File: src/rtl/ps2_scan_decoder.sv
// PS/2 keyboard receiver: line conditioning, frame deserializer and scan-code
// decoder producing a make code with a registered, multi-cycle press strobe.
`timescale 1ns/1ps
module ps2_scan_decoder #(
  parameter int FILTER_LEN     = 8,
  parameter int TIMEOUT_CYCLES = 50000,
  parameter int PULSE_CYCLES   = 4
) (
  input  logic       clock,
  input  logic       reset,
  input  logic       ps2_clk,
  input  logic       ps2_dat,
  output logic [7:0] ps2_key_data,
  output logic       ps2_key_pressed,
  output logic [7:0] ps2_out,
  output logic       frame_error
);

  localparam int FW = $clog2(FILTER_LEN + 1);
  localparam int TW = $clog2(TIMEOUT_CYCLES + 1);
  localparam int PW = $clog2(PULSE_CYCLES + 1);

  typedef enum logic [1:0] {ST_IDLE, ST_DATA, ST_PARITY, ST_STOP} state_t;

  // A valid frame carries an odd number of ones across data and parity.
  function automatic logic odd_ones9(input logic [8:0] v);
    return ^v;
  endfunction

  logic [1:0]    clk_sync_r, dat_sync_r;
  logic          filt_r, filt_prev_r;
  logic [FW-1:0] filt_cnt_r;
  logic          clk_s, dat_s, fall_s;
  state_t        state_r, state_n;
  logic [2:0]    bit_cnt_r;
  logic [7:0]    shift_r;
  logic          parity_r;
  logic [TW-1:0] tmo_r;
  logic          timeout_s, accept_s, err_s;
  logic          brk_r;
  logic [7:0]    held_r;
  logic [PW-1:0] pulse_cnt_r;
  logic          is_e0_s, is_f0_s, make_s, release_hit_s;

  assign clk_s     = clk_sync_r[1];
  assign dat_s     = dat_sync_r[1];
  assign fall_s    = filt_prev_r & ~filt_r;
  assign timeout_s = (state_r != ST_IDLE) && !fall_s && (tmo_r == TW'(TIMEOUT_CYCLES - 1));

  // Two-stage synchronizers followed by the saturating glitch filter.
  always_ff @(posedge clock or posedge reset) begin
    if (reset) begin
      clk_sync_r  <= 2'b11;
      dat_sync_r  <= 2'b11;
      filt_r      <= 1'b1;
      filt_prev_r <= 1'b1;
      filt_cnt_r  <= '0;
    end else begin
      clk_sync_r  <= {clk_sync_r[0], ps2_clk};
      dat_sync_r  <= {dat_sync_r[0], ps2_dat};
      filt_prev_r <= filt_r;
      if (clk_s != filt_r) begin
        if (filt_cnt_r == FW'(FILTER_LEN - 1)) begin
          filt_r     <= clk_s;
          filt_cnt_r <= '0;
        end else begin
          filt_cnt_r <= filt_cnt_r + FW'(1);
        end
      end else begin
        filt_cnt_r <= '0;
      end
    end
  end

  // Receive FSM next state; a timeout aborts whatever frame is in flight.
  always_comb begin
    state_n  = state_r;
    accept_s = 1'b0;
    err_s    = 1'b0;
    if (timeout_s) begin
      state_n = ST_IDLE;
      err_s   = 1'b1;
    end else begin
      case (state_r)
        ST_IDLE: begin
          if (fall_s && !dat_s) state_n = ST_DATA;
          else                  state_n = ST_IDLE;
        end
        ST_DATA: begin
          if (fall_s && bit_cnt_r == 3'd7) state_n = ST_PARITY;
          else                             state_n = ST_DATA;
        end
        ST_PARITY: begin
          if (fall_s) state_n = ST_STOP;
          else        state_n = ST_PARITY;
        end
        ST_STOP: begin
          if (fall_s) begin
            state_n = ST_IDLE;
            if (dat_s && odd_ones9({parity_r, shift_r})) accept_s = 1'b1;
            else                                         err_s    = 1'b1;
          end else begin
            state_n = ST_STOP;
          end
        end
        default: state_n = ST_IDLE;
      endcase
    end
  end

  // FSM state, bit shifter and in-frame idle timer.
  always_ff @(posedge clock or posedge reset) begin
    if (reset) begin
      state_r   <= ST_IDLE;
      bit_cnt_r <= 3'd0;
      shift_r   <= 8'h00;
      parity_r  <= 1'b0;
      tmo_r     <= '0;
    end else begin
      state_r <= state_n;
      if (fall_s || state_r == ST_IDLE || timeout_s) tmo_r <= '0;
      else                                           tmo_r <= tmo_r + TW'(1);
      if (timeout_s) begin
        shift_r <= 8'h00;
      end else if (fall_s) begin
        case (state_r)
          ST_IDLE:   bit_cnt_r <= 3'd0;
          ST_DATA: begin
            shift_r   <= {dat_s, shift_r[7:1]};
            bit_cnt_r <= bit_cnt_r + 3'd1;
          end
          ST_PARITY: parity_r <= dat_s;
          default:   parity_r <= parity_r;
        endcase
      end
    end
  end

  // E0 has no effect on what the consumer sees, so it only shows on ps2_out.
  assign is_e0_s       = (shift_r == 8'hE0);
  assign is_f0_s       = (shift_r == 8'hF0);
  assign make_s        = accept_s && !is_e0_s && !is_f0_s && !brk_r && (shift_r != held_r);
  assign release_hit_s = brk_r && (shift_r == held_r);

  // Byte classification: break tracking, held-key repeat filter, outputs.
  always_ff @(posedge clock or posedge reset) begin
    if (reset) begin
      ps2_out      <= 8'h00;
      ps2_key_data <= 8'h00;
      held_r       <= 8'h00;
      brk_r        <= 1'b0;
      frame_error  <= 1'b0;
    end else begin
      frame_error <= err_s;
      if (err_s) begin
        brk_r <= 1'b0;
      end else if (accept_s) begin
        ps2_out <= shift_r;
        if (is_f0_s) begin
          brk_r <= 1'b1;
        end else if (!is_e0_s) begin
          brk_r <= 1'b0;
          if (release_hit_s) held_r <= 8'h00;
          if (make_s) begin
            ps2_key_data <= shift_r;
            held_r       <= shift_r;
          end
        end
      end
    end
  end

  // Press strobe: reloadable down-counter, output registered once more.
  always_ff @(posedge clock or posedge reset) begin
    if (reset) begin
      pulse_cnt_r     <= '0;
      ps2_key_pressed <= 1'b0;
    end else begin
      if (make_s)                   pulse_cnt_r <= PW'(PULSE_CYCLES);
      else if (pulse_cnt_r != '0)   pulse_cnt_r <= pulse_cnt_r - PW'(1);
      ps2_key_pressed <= (pulse_cnt_r != '0);
    end
  end

endmodule

File: config.mk
export PLATFORM = sky130hd
export DESIGN_NAME = ps2_scan_decoder
export DESIGN_NICKNAME = d
export VERILOG_FILES = /design/src/rtl/ps2_scan_decoder.sv
export SDC_FILE = /design/constraint.sdc
export NUM_CORES = 1
export LEC_CHECK = 0
export CAP_MARGIN = 20
export CORE_UTILIZATION = 42
export CTS_CLUSTER_DIAMETER = 100
export DETAILED_ROUTE_END_ITERATION = 7
export HOLD_SLACK_MARGIN = 0.12
export PLACE_DENSITY = 0.65
export SLEW_MARGIN = 25
export SYNTH_ARGS = -nofsm -noshare
export SYNTH_HDL_FRONTEND = slang
export SYNTH_SLANG_ARGS = --single-unit
File: constraint.sdc
create_clock -name clock -period 7 [get_ports clock]
set_input_delay 0.7 -clock clock [delete_from_list [all_inputs] [get_ports clock]]
set_output_delay 0.7 -clock clock [all_outputs]
set_load 0.03 [all_outputs]
==> reports/summary.md, run 1 <==
Summing the sequential cell areas from Yosys gives 53.04% of the chip area. The logs give 0 for the number of antenna violations at the first check in global routing and 3 for the H-tree depth. Dividing the synthesized area by the synthesized cell count gives 10.98 um2. The area added between synthesis and finish was 15.84%.

The slew at the pin closest to its max-slew limit was 0.7646 ns. The critical path launch point type is a flip-flop. The overall die width works out to 90.87 um.

The total DRC errors in the routed layout is 0. For this design the static power due to leakage is 1.713 nW. Dividing the detail-routed wire length by the instance count gives 13.28 um.

The area share of xor/xnor cells in the synthesized design came out at 7.808%. Summing every instance area after synthesis gives 3317 um2. For this configuration, the core starts out at a cell density of 43.15%. The die covers 8256 um2.

The buffer type at the clock tree root was sky130_fd_sc_hd__clkbuf_8. The clock passes through at most 2 buffers. After layout, the worst setup slack is 4.111 ns. The final antenna-violating net count was 0.

After clock tree synthesis, the clock-pin slew on the worst setup and hold paths is 0.07 ns. For the final standard cell utilization of the core, the log shows 49.98%. The tools report the critical register-to-register path startpoint as shift_r[0]. Measured against the total synthesized area, the mux share comes to 8.525%. The detailed router finished its first iteration with 78 violations. The clock latency at the later pin of the worst-skew pair came out at 0.34 ns. For the data arrival time of the worst path, the log shows 3.11 ns. The largest single stage delay on the critical path is 0.65 ns. The all-layer global routing usage came out at 15.77%. For this run, global-route usage on met2 was measured as 22.03%. Dividing the final minimum period by the clock period gives 41.27%. The run finished with clean final reports. The highest-delay cell along the critical path is sky130_fd_sc_hd__nor3_4. After global routing the overflow that remains totals 0. Traced cell by cell, the critical path runs through inv_1, ha_1, xnor3_1, xnor2_1, nand3_2, nor3_4, mux2_2.

Number of cells on the worst reg-to-reg path: 7. The endpoint required time on the critical path was 7.22 ns. TritonCTS built the clock tree. The combinational family with the most area after synthesis is simple AND/OR/NAND/NOR gates. The launch point of the critical path is shift_r[0]. The logs give 0 for the total count of hold-check failures in the final report and 40 for the count of distinct cell types in the synthesized netlist. The die is 90.87 um tall.

After floorplanning, the core was divided into 32 placement rows. Share of layout cells above drive strength 1: 15.96%. After clock tree synthesis, the repair step resized 0 gates. The global routing's busiest layer is met1. The startpoint identified for the worst hold timing path is dat_sync_r[0]. After synthesis, the cell types taking the most area are sky130_fd_sc_hd__dfrtp_1 (48%), sky130_fd_sc_hd__mux2_2 (6.1%), sky130_fd_sc_hd__xnor2_1 (5.8%), sky130_fd_sc_hd__dfstp_2 (4.8%), sky130_fd_sc_hd__ha_1 (4.1%). The worst setup path is captured at a flip-flop. The pre-CTS setup slack was 4.109 ns. The tools report the number of optimization iterations in the first detailed-route pass as 4. The final layout contains 343 nets. Setup repair after global routing left no endpoint under its margin. For this run, global-route usage on met3 was measured as 3.283%. Yosys printed 0 warnings. The cell area power density works out to 263.8 nW/um2. The average vias per placed instance came out at 5.009. After Yosys synthesis, and, or, nand and nor cells account for 17.01% of the synthesized area. The buffers inserted during post-CTS setup optimization came out at 0.

The count of pins over their slew limit came out at 0. The type of the most critical hold path is flip-flop to flip-flop. For the number of maximum-capacitance violations, the log shows 0. The highest ir drop seen on vdd is 0.1656 mV, and the sum of routed wire length over all layers is 5765 um.

The number of antenna diodes in the final layout is 0. The run gives 70 as the sink count of the clock tree. The floorplan step defined a core boundary enclosing 7687 um2. The shortest clock period the worst path allows after layout came out at 2.889 ns. Of the total synthesized cell area, the portion taken by full adders, half adders and majority gates is 4.149%. Headroom to the max-slew limit came out at 48.86%. The number of nets in the synthesized netlist is 317. The maximum clock skew at final layout is 0.007342 ns, and the routability-driven placement congestion ratio is 0.7421. The critical path is of the flip-flop to flip-flop type.

The number of buffer cells added on primary ports is 21. For this design the top-level I/O count stands at 22. Number of flip-flops and latches in the synthesized netlist: 70. The largest total area in the synthesized netlist belongs to sky130_fd_sc_hd__dfrtp_1. The complex-gate fraction of the synthesized area is 6.865%, and the final number of setup-violating endpoints is 0. The met1 track utilization from global routing is 23.48%, and the maximum operating frequency is 0.3462 GHz. Of all nets on the critical path, the largest fanout is 19. Entering global routing, the biggest net connects 47 pins. In the synthesized netlist, the number of instances is 302.

The routed layout has 2174 vias. The top cell type by area accounts for 48.28% of the synthesized area. After clock tree synthesis, the flow added hold-fix buffers numbering 0.

For the setup TNS after final layout, the log shows 0 ns. The run gives 3986 um as the detailed-placement wirelength estimate. The wire length of the first global-routing pass is 10250 um, and the number of global-route vias before repair is 2138. Along the worst hold path, the cell count comes to 0.

TritonCTS created 9 clock buffers.
-- power breakdown --
| part | switching (W) | leakage, nW | internal (W) | total [W] |
|---|---|---|---|---|
| Clock | 0.000142 | 0.115 | 0.000217 | 0.000359 |
| Sequential | 0.0000371 | 0.948 | 0.000440 | 0.000477 |
| Combinational | 0.000110 | 0.650 | 0.0000674 | 0.000178 |
| Total | 0.000290 | 1.71 | 0.000724 | 0.00101 |
-- cells in the mapped netlist --
library cell	number
sky130_fd_sc_hd__inv_1	12
sky130_fd_sc_hd__ha_1	11
sky130_fd_sc_hd__nor4_1	1
sky130_fd_sc_hd__and2_1	1
sky130_fd_sc_hd__and4_1	2
sky130_fd_sc_hd__and2_2	2
sky130_fd_sc_hd__nor2_1	33
sky130_fd_sc_hd__nand4_1	6
sky130_fd_sc_hd__nand2_1	34
sky130_fd_sc_hd__xor2_1	5
sky130_fd_sc_hd__nand3_2	1
sky130_fd_sc_hd__dfrtp_1	64
sky130_fd_sc_hd__a221o_2	7
sky130_fd_sc_hd__and3_1	3
sky130_fd_sc_hd__o22ai_1	1
sky130_fd_sc_hd__a21oi_1	11
sky130_fd_sc_hd__clkdlybuf4s15_1	1
sky130_fd_sc_hd__clkbuf_1	4
sky130_fd_sc_hd__buf_2	1
sky130_fd_sc_hd__a31oi_1	1
sky130_fd_sc_hd__mux2_2	18
sky130_fd_sc_hd__nor2b_1	3
sky130_fd_sc_hd__nor3_4	1
sky130_fd_sc_hd__mux2i_1	8
sky130_fd_sc_hd__o211ai_1	1
sky130_fd_sc_hd__a211o_1	1
sky130_fd_sc_hd__buf_6	1
sky130_fd_sc_hd__nor4b_1	1
sky130_fd_sc_hd__nand3_1	9
sky130_fd_sc_hd__nor3_1	5
sky130_fd_sc_hd__dfstp_2	6
sky130_fd_sc_hd__o21bai_1	1
sky130_fd_sc_hd__o21ai_0	8
sky130_fd_sc_hd__nand2b_1	11
sky130_fd_sc_hd__nor2_4	1
sky130_fd_sc_hd__a221o_1	1
sky130_fd_sc_hd__xnor2_1	22
sky130_fd_sc_hd__a211oi_1	1
sky130_fd_sc_hd__xnor3_1	1
sky130_fd_sc_hd__nor3b_1	1
-- layout by cell type, fill, tap and decap left out, types with 2 or more instances in the layout --
cell type	count
sky130_fd_sc_hd__a21oi_1	11
sky130_fd_sc_hd__a221o_2	7
sky130_fd_sc_hd__and2_2	2
sky130_fd_sc_hd__and3_1	3
sky130_fd_sc_hd__and4_1	2
sky130_fd_sc_hd__bufinv_16	2
sky130_fd_sc_hd__clkbuf_8	11
sky130_fd_sc_hd__clkdlybuf4s50_1	21
sky130_fd_sc_hd__clkinv_2	2
sky130_fd_sc_hd__dfrtp_1	64
sky130_fd_sc_hd__dfstp_2	6
sky130_fd_sc_hd__ha_1	11
sky130_fd_sc_hd__inv_1	11
sky130_fd_sc_hd__mux2_2	18
sky130_fd_sc_hd__mux2i_1	8
sky130_fd_sc_hd__nand2_1	34
sky130_fd_sc_hd__nand2b_1	11
sky130_fd_sc_hd__nand3_1	9
sky130_fd_sc_hd__nand4_1	6
sky130_fd_sc_hd__nor2_1	33
sky130_fd_sc_hd__nor2b_1	3
sky130_fd_sc_hd__nor3_1	5
sky130_fd_sc_hd__o21ai_0	8
sky130_fd_sc_hd__xnor2_1	22
sky130_fd_sc_hd__xor2_1	5
-- routing by layer --
metal	wire, um	share of wire, %
met5	0	0
met3	146	2.5
met2	2559	44
met1	2955	51
met4	103	1.8
-- critical path: cells and delay by family, from the launching register on --
family | cells | cell delay, ns
flip-flops | 1 | 0.45
buffers and inverters | 1 | 0.07
multiplexers | 1 | 0.41
AND/OR/NAND/NOR | 2 | 0.91
XOR/XNOR | 2 | 0.61
adder cells (fa/ha/maj) | 1 | 0.31
-- stage by stage --
step                      hold slack (ns)  power [W]  std cells  cell area (um2)
final                              0.3591   0.001014        434             3842
after CTS                          0.3583   0.001029        434             3842
after floorplan                    0.3452  0.0006224        302             3317
after detailed placement           0.3482  0.0006653        419             3621
after global routing               0.3658   0.001073        434             3842
after global placement             0.3485  0.0006592        419             3621
-- final cells by class --
type	instances	area (um2)
inverters	12	45.04
multi-input cells	213	1471
clock buffers	11	151.4
repair buffers	22	217.7
fillers	729	3845
flip-flops and latches	70	1759
well taps	102	127.6
clock inverters	4	70.07
-- sequential cells by signal, summed over array words and instances (netlist names), 3 cells and up --
name          count
bit_cnt_r         3
ps2_out           8
held_r            8
ps2_key_data      8
tmo_r            16
filt_cnt_r        4
pulse_cnt_r       3
shift_r           8
-- worst paths after layout --
kind                                         to  slack [ns]
worst max-delay path            ps2_key_data[1]        4.11
worst min-delay path              dat_sync_r[1]        0.36
worst max register to register  ps2_key_data[1]        4.11
worst min register to register    dat_sync_r[1]        0.36
max in group asynchronous             held_r[0]        5.35
min in group asynchronous              tmo_r[1]        0.71
-- cell families (layout without fill, tap and decap cells) --
kind of cell / Yosys count / in the layout
simple gates: 115 / 115
flops: 70 / 70
buf+inv: 19 / 49
xor+xnor: 28 / 28
fa+ha+maj: 11 / 11
compound gates: 33 / 33
mux: 26 / 26
Power figures use the tool's default switching activity.
==> run 2, diff against run 1 <==
PLACE_DENSITY = 0.67   (was 0.65)
clock period = 2.6 ns   (was 7 ns; I/O delays follow)
==> run 2 against run 1 <==
Compared with the run above: worst setup slack got worse by 3.8 ns; clock power rose by 130%; clock skew rose by 0.0065 ns; register-to-register slack got worse by 3.8 ns; cell count rose by 3.0%; critical path type unchanged.
==> reports/summary.md, run 2 (same netlist as run 1, synthesis figures left out) <==
The tools report the effective utilization at floorplan as 43.15% (unchanged). The global-route met2 utilization is 24.56% (+2.5 points). The number of fill cells is 718 (-1.5%).

Maximum clock skew at final layout: 0.01383 ns (+0.006486 ns). The internal power is 0.001834 W (+150%), and the maximum number of pins on one net before global-route repair is 71 (+51%). Endpoint of the worst-slack reg-to-reg timing path: ps2_key_data[7].

The library cell used most frequently in the layout, excluding fill and tap cells, is sky130_fd_sc_hd__dfrtp_1. The run gives 0 (unchanged) as the final number of setup-violating endpoints. The setup TNS after final layout came out at 0 ns (unchanged).

The maximum number of buffers from clock root to sink is 2 (unchanged), and the cell area power density is 669.1 nW/um2 (+150%). The logs give 114 (+46%) for the detailed router's first-iteration violation count and 2287 (+5.2%) for the total number of vias. The minimum setup slack among reg-to-reg paths was 0.29 ns (-3.82 ns); the number of cells on the worst reg-to-reg path was 8 (+1). The number of buffers added to fix hold violations after cts is 0 (unchanged), and the detailed-placement wirelength estimate is 4110 um (+3.1%). The fraction of power spent switching nets is 29.81% (+1.2 points), and the slew at the pin closest to its max-slew limit is 0.5677 ns (-0.1969 ns). The average vias per placed instance works out to 5.116 (+2.1%). The critical path buffer and inverter count is 2 (+1). The final instance area came out at 3906 um2 (+1.7%). The family with the most delay on the worst path was XOR/XNOR gates. The leakage component of the power was 1.756 nW (+2.5%).

For the placement-stage cell area, the log shows 3724 um2 (+2.8%). The met1 track utilization from global routing is 22.43% (-1.1 points). The logs give 62.15% (+13 points) for the max-slew headroom at the worst pin and 2165 (+1.3%) for the number of global-route vias before repair. The flow ran to the end, and the final reports show no timing, DRC or antenna violations.

The final standard cell utilization of the core was 50.81% (+0.83 points); the diode insertion count for antenna repair was 0 (unchanged). The worst register-to-register path begins at shift_r[0]. The run gives 0 (unchanged) as the total count of hold-check failures in the final report.

Setup repair after global routing left no endpoint under its margin. The share of layout cells above drive strength 1 came out at 18.26% (+2.3 points). The area added between synthesis and finish is 17.77%, and the storage element area is 1759 um2 (unchanged). The run gives 4 (unchanged) as the number of optimization iterations in the first detailed-route pass.

Tightest hold margin: 0.3045 ns (-0.05462 ns). TritonCTS built the clock tree. The worst setup path is launched from a flip-flop.

The run gives 0 (unchanged) as the final antenna-violating net count. For the count of pins over their slew limit, the log shows 0 (unchanged). The CTS buffer count is 9 (unchanged), and the full die area is 8256 um2 (unchanged). The setup slack after layout is 0.2877 ns (-3.823 ns).

The peak fanout along the critical path was 17 (-2); the total net switching power was 0.0007791 W (+170%). The tools report the number of antenna violations at the first check in global routing as 0 (unchanged). For the area of combinational cells with multiple inputs, the log shows 1471 um2 (unchanged). STA classifies the critical path endpoint as a flip-flop. The tools report the count of pins on the block boundary as 22 (unchanged). The vertical die dimension is 90.87 um (unchanged), and the clock latency at the later pin of the worst-skew pair is 0.34 ns (about the same). The tools report the area of the core as 7687 um2 (unchanged). The pre-CTS setup slack came out at 0.3042 ns (-3.804 ns). The highest ir drop seen on vdd was 0.4428 mV (+170%); the overall die width was 90.87 um (unchanged). Sum of routed wire length over all layers: 6025 um (+4.5%).

Buffer type at the clock tree root: sky130_fd_sc_hd__clkbuf_8. The run gives 0 (unchanged) as the number of maximum-capacitance violations. Clock-pin transition on the worst setup and hold timing paths: 0.08 ns (about the same).

Portion of total power attributed to sequential cells: 48.4% (+1.4 points). The tools report the met3 global-route usage as 4.293% (+1.0 points). met2 is the most crowded layer.

The routed length per placed instance is 13.48 um (+1.5%), and the fraction of power consumed by the clock network is 31.3% (-4.1 points). The combinational cell fraction of total power came out at 20.3% (+2.8 points). In the layout the commonest cells are sky130_fd_sc_hd__dfrtp_1 (64), sky130_fd_sc_hd__nand2_1 (34), sky130_fd_sc_hd__nor2_1 (33).

The number of nets at the end of the flow was 355 (+3.5%); the portion of the clock cycle consumed by the worst path in the final layout was 88.93% (+48 points). The buffers inserted during post-CTS setup optimization came out at 0 (unchanged). The run gives 32 (unchanged) as the count of standard-cell rows.

The number of buffer cells added on primary ports was 21 (unchanged); the maximum operating frequency was 0.4325 GHz (+25%). The total DRC errors in the routed layout came out at 0 (unchanged). The run gives 2.82 ns (-4.40 ns) as the endpoint required time on the critical path. The register with the most flip-flops was tmo_r. For the wire length of the first global-routing pass, the log shows 10470 um (+2.2%). The H-tree depth came out at 3 (unchanged). By startpoint and endpoint, the worst setup path is classified as flip-flop to flip-flop. The maximum single-stage delay on the critical path is 0.37 ns (-0.28 ns). The data arrival time of the worst path is 2.54 ns (-0.57 ns), and the number of gates given a new drive strength after cts is 0 (unchanged).

The routability-driven placement congestion ratio was 0.7772 (+4.7%). Aggregate global routing overflow: 0 (unchanged). The highest-delay cell along the critical path is sky130_fd_sc_hd__mux2_2. The number of flip-flops under the largest register name was 16 (unchanged); the all-layer global routing usage was 16.35% (+0.58 points). Sink count of the clock tree: 70 (unchanged). The shortest clock period the worst path allows after layout works out to 2.312 ns (-0.5766 ns).

The signal on the critical path passes through inv_1, ha_1, xnor3_1, xnor2_1, nand3_2, nor3_4, buf_4, mux2_2. Type of the most critical hold path: primary input to async pin.
==> run 2: metal layers <==
| metal | vias up | share of wire, % |
|---|---|---|
| met5 | - | 0 |
| met4 | 0 | 1.7 |
| met3 | 9 | 3.0 |
| met2 | 34 | 45 |
| met1 | 1138 | 50 |
| li1 | 1106 | - |
==> run 2: tightest hold or removal path, delay by kind of cell <==
kind / cells / cell delay [ns]
buf+inv: 3 / 0.78
==> run 2: power by group through the flow <==
stage	Sequential (W)	Clock, W	Combinational [W]
floorplan	0.00126	0	0.000414
global placement	0.00128	0	0.000528
detailed placement	0.00129	0	0.000543
CTS	0.00127	0.000843	0.000542
global route	0.00128	0.000889	0.000593
finish	0.00126	0.000817	0.000532
==> run 2: how the worst max path moves through the flow <==
| stage | from | to | slack (ns) | cells past startpoint |
|---|---|---|---|---|
| 3_5_place_dp | shift_r[0] | ps2_key_data[7] | 0.30 | 8 |
| 2_1_floorplan | shift_r[0] | ps2_key_data[0] | 0.24 | 7 |
| 3_3_place_gp | shift_r[0] | ps2_key_data[4] | 0.36 | 8 |
| 5_1_grt | shift_r[0] | ps2_key_data[7] | 0.14 | 8 |
| 6_report | shift_r[0] | ps2_key_data[7] | 0.29 | 8 |
| 4_1_cts | shift_r[0] | ps2_key_data[7] | 0.30 | 8 |
==> run 2: per-stage QoR <==
stage | power, W | instances
2_1_floorplan | 0.001676 | 302
3_5_place_dp | 0.001828 | 431
3_3_place_gp | 0.001811 | 431
6_report | 0.002614 | 447
4_1_cts | 0.002650 | 447
5_1_grt | 0.002763 | 447
==> run 2: cell type report <==
class	instances	area share, %
clock buffer	12	3.459
clock inverter	4	1.217
multi-input combinational	213	37.67
inverter	12	1.153
tap	102	3.267
timing repair buffer	34	8.200
sequential	70	45.04
==> run 3, diff against run 2 <==
SKIP_CTS_REPAIR_TIMING = 1   (was not set)
==> results of run 3 <==
Final layout, timing and power as in run 2 (identical DEF).
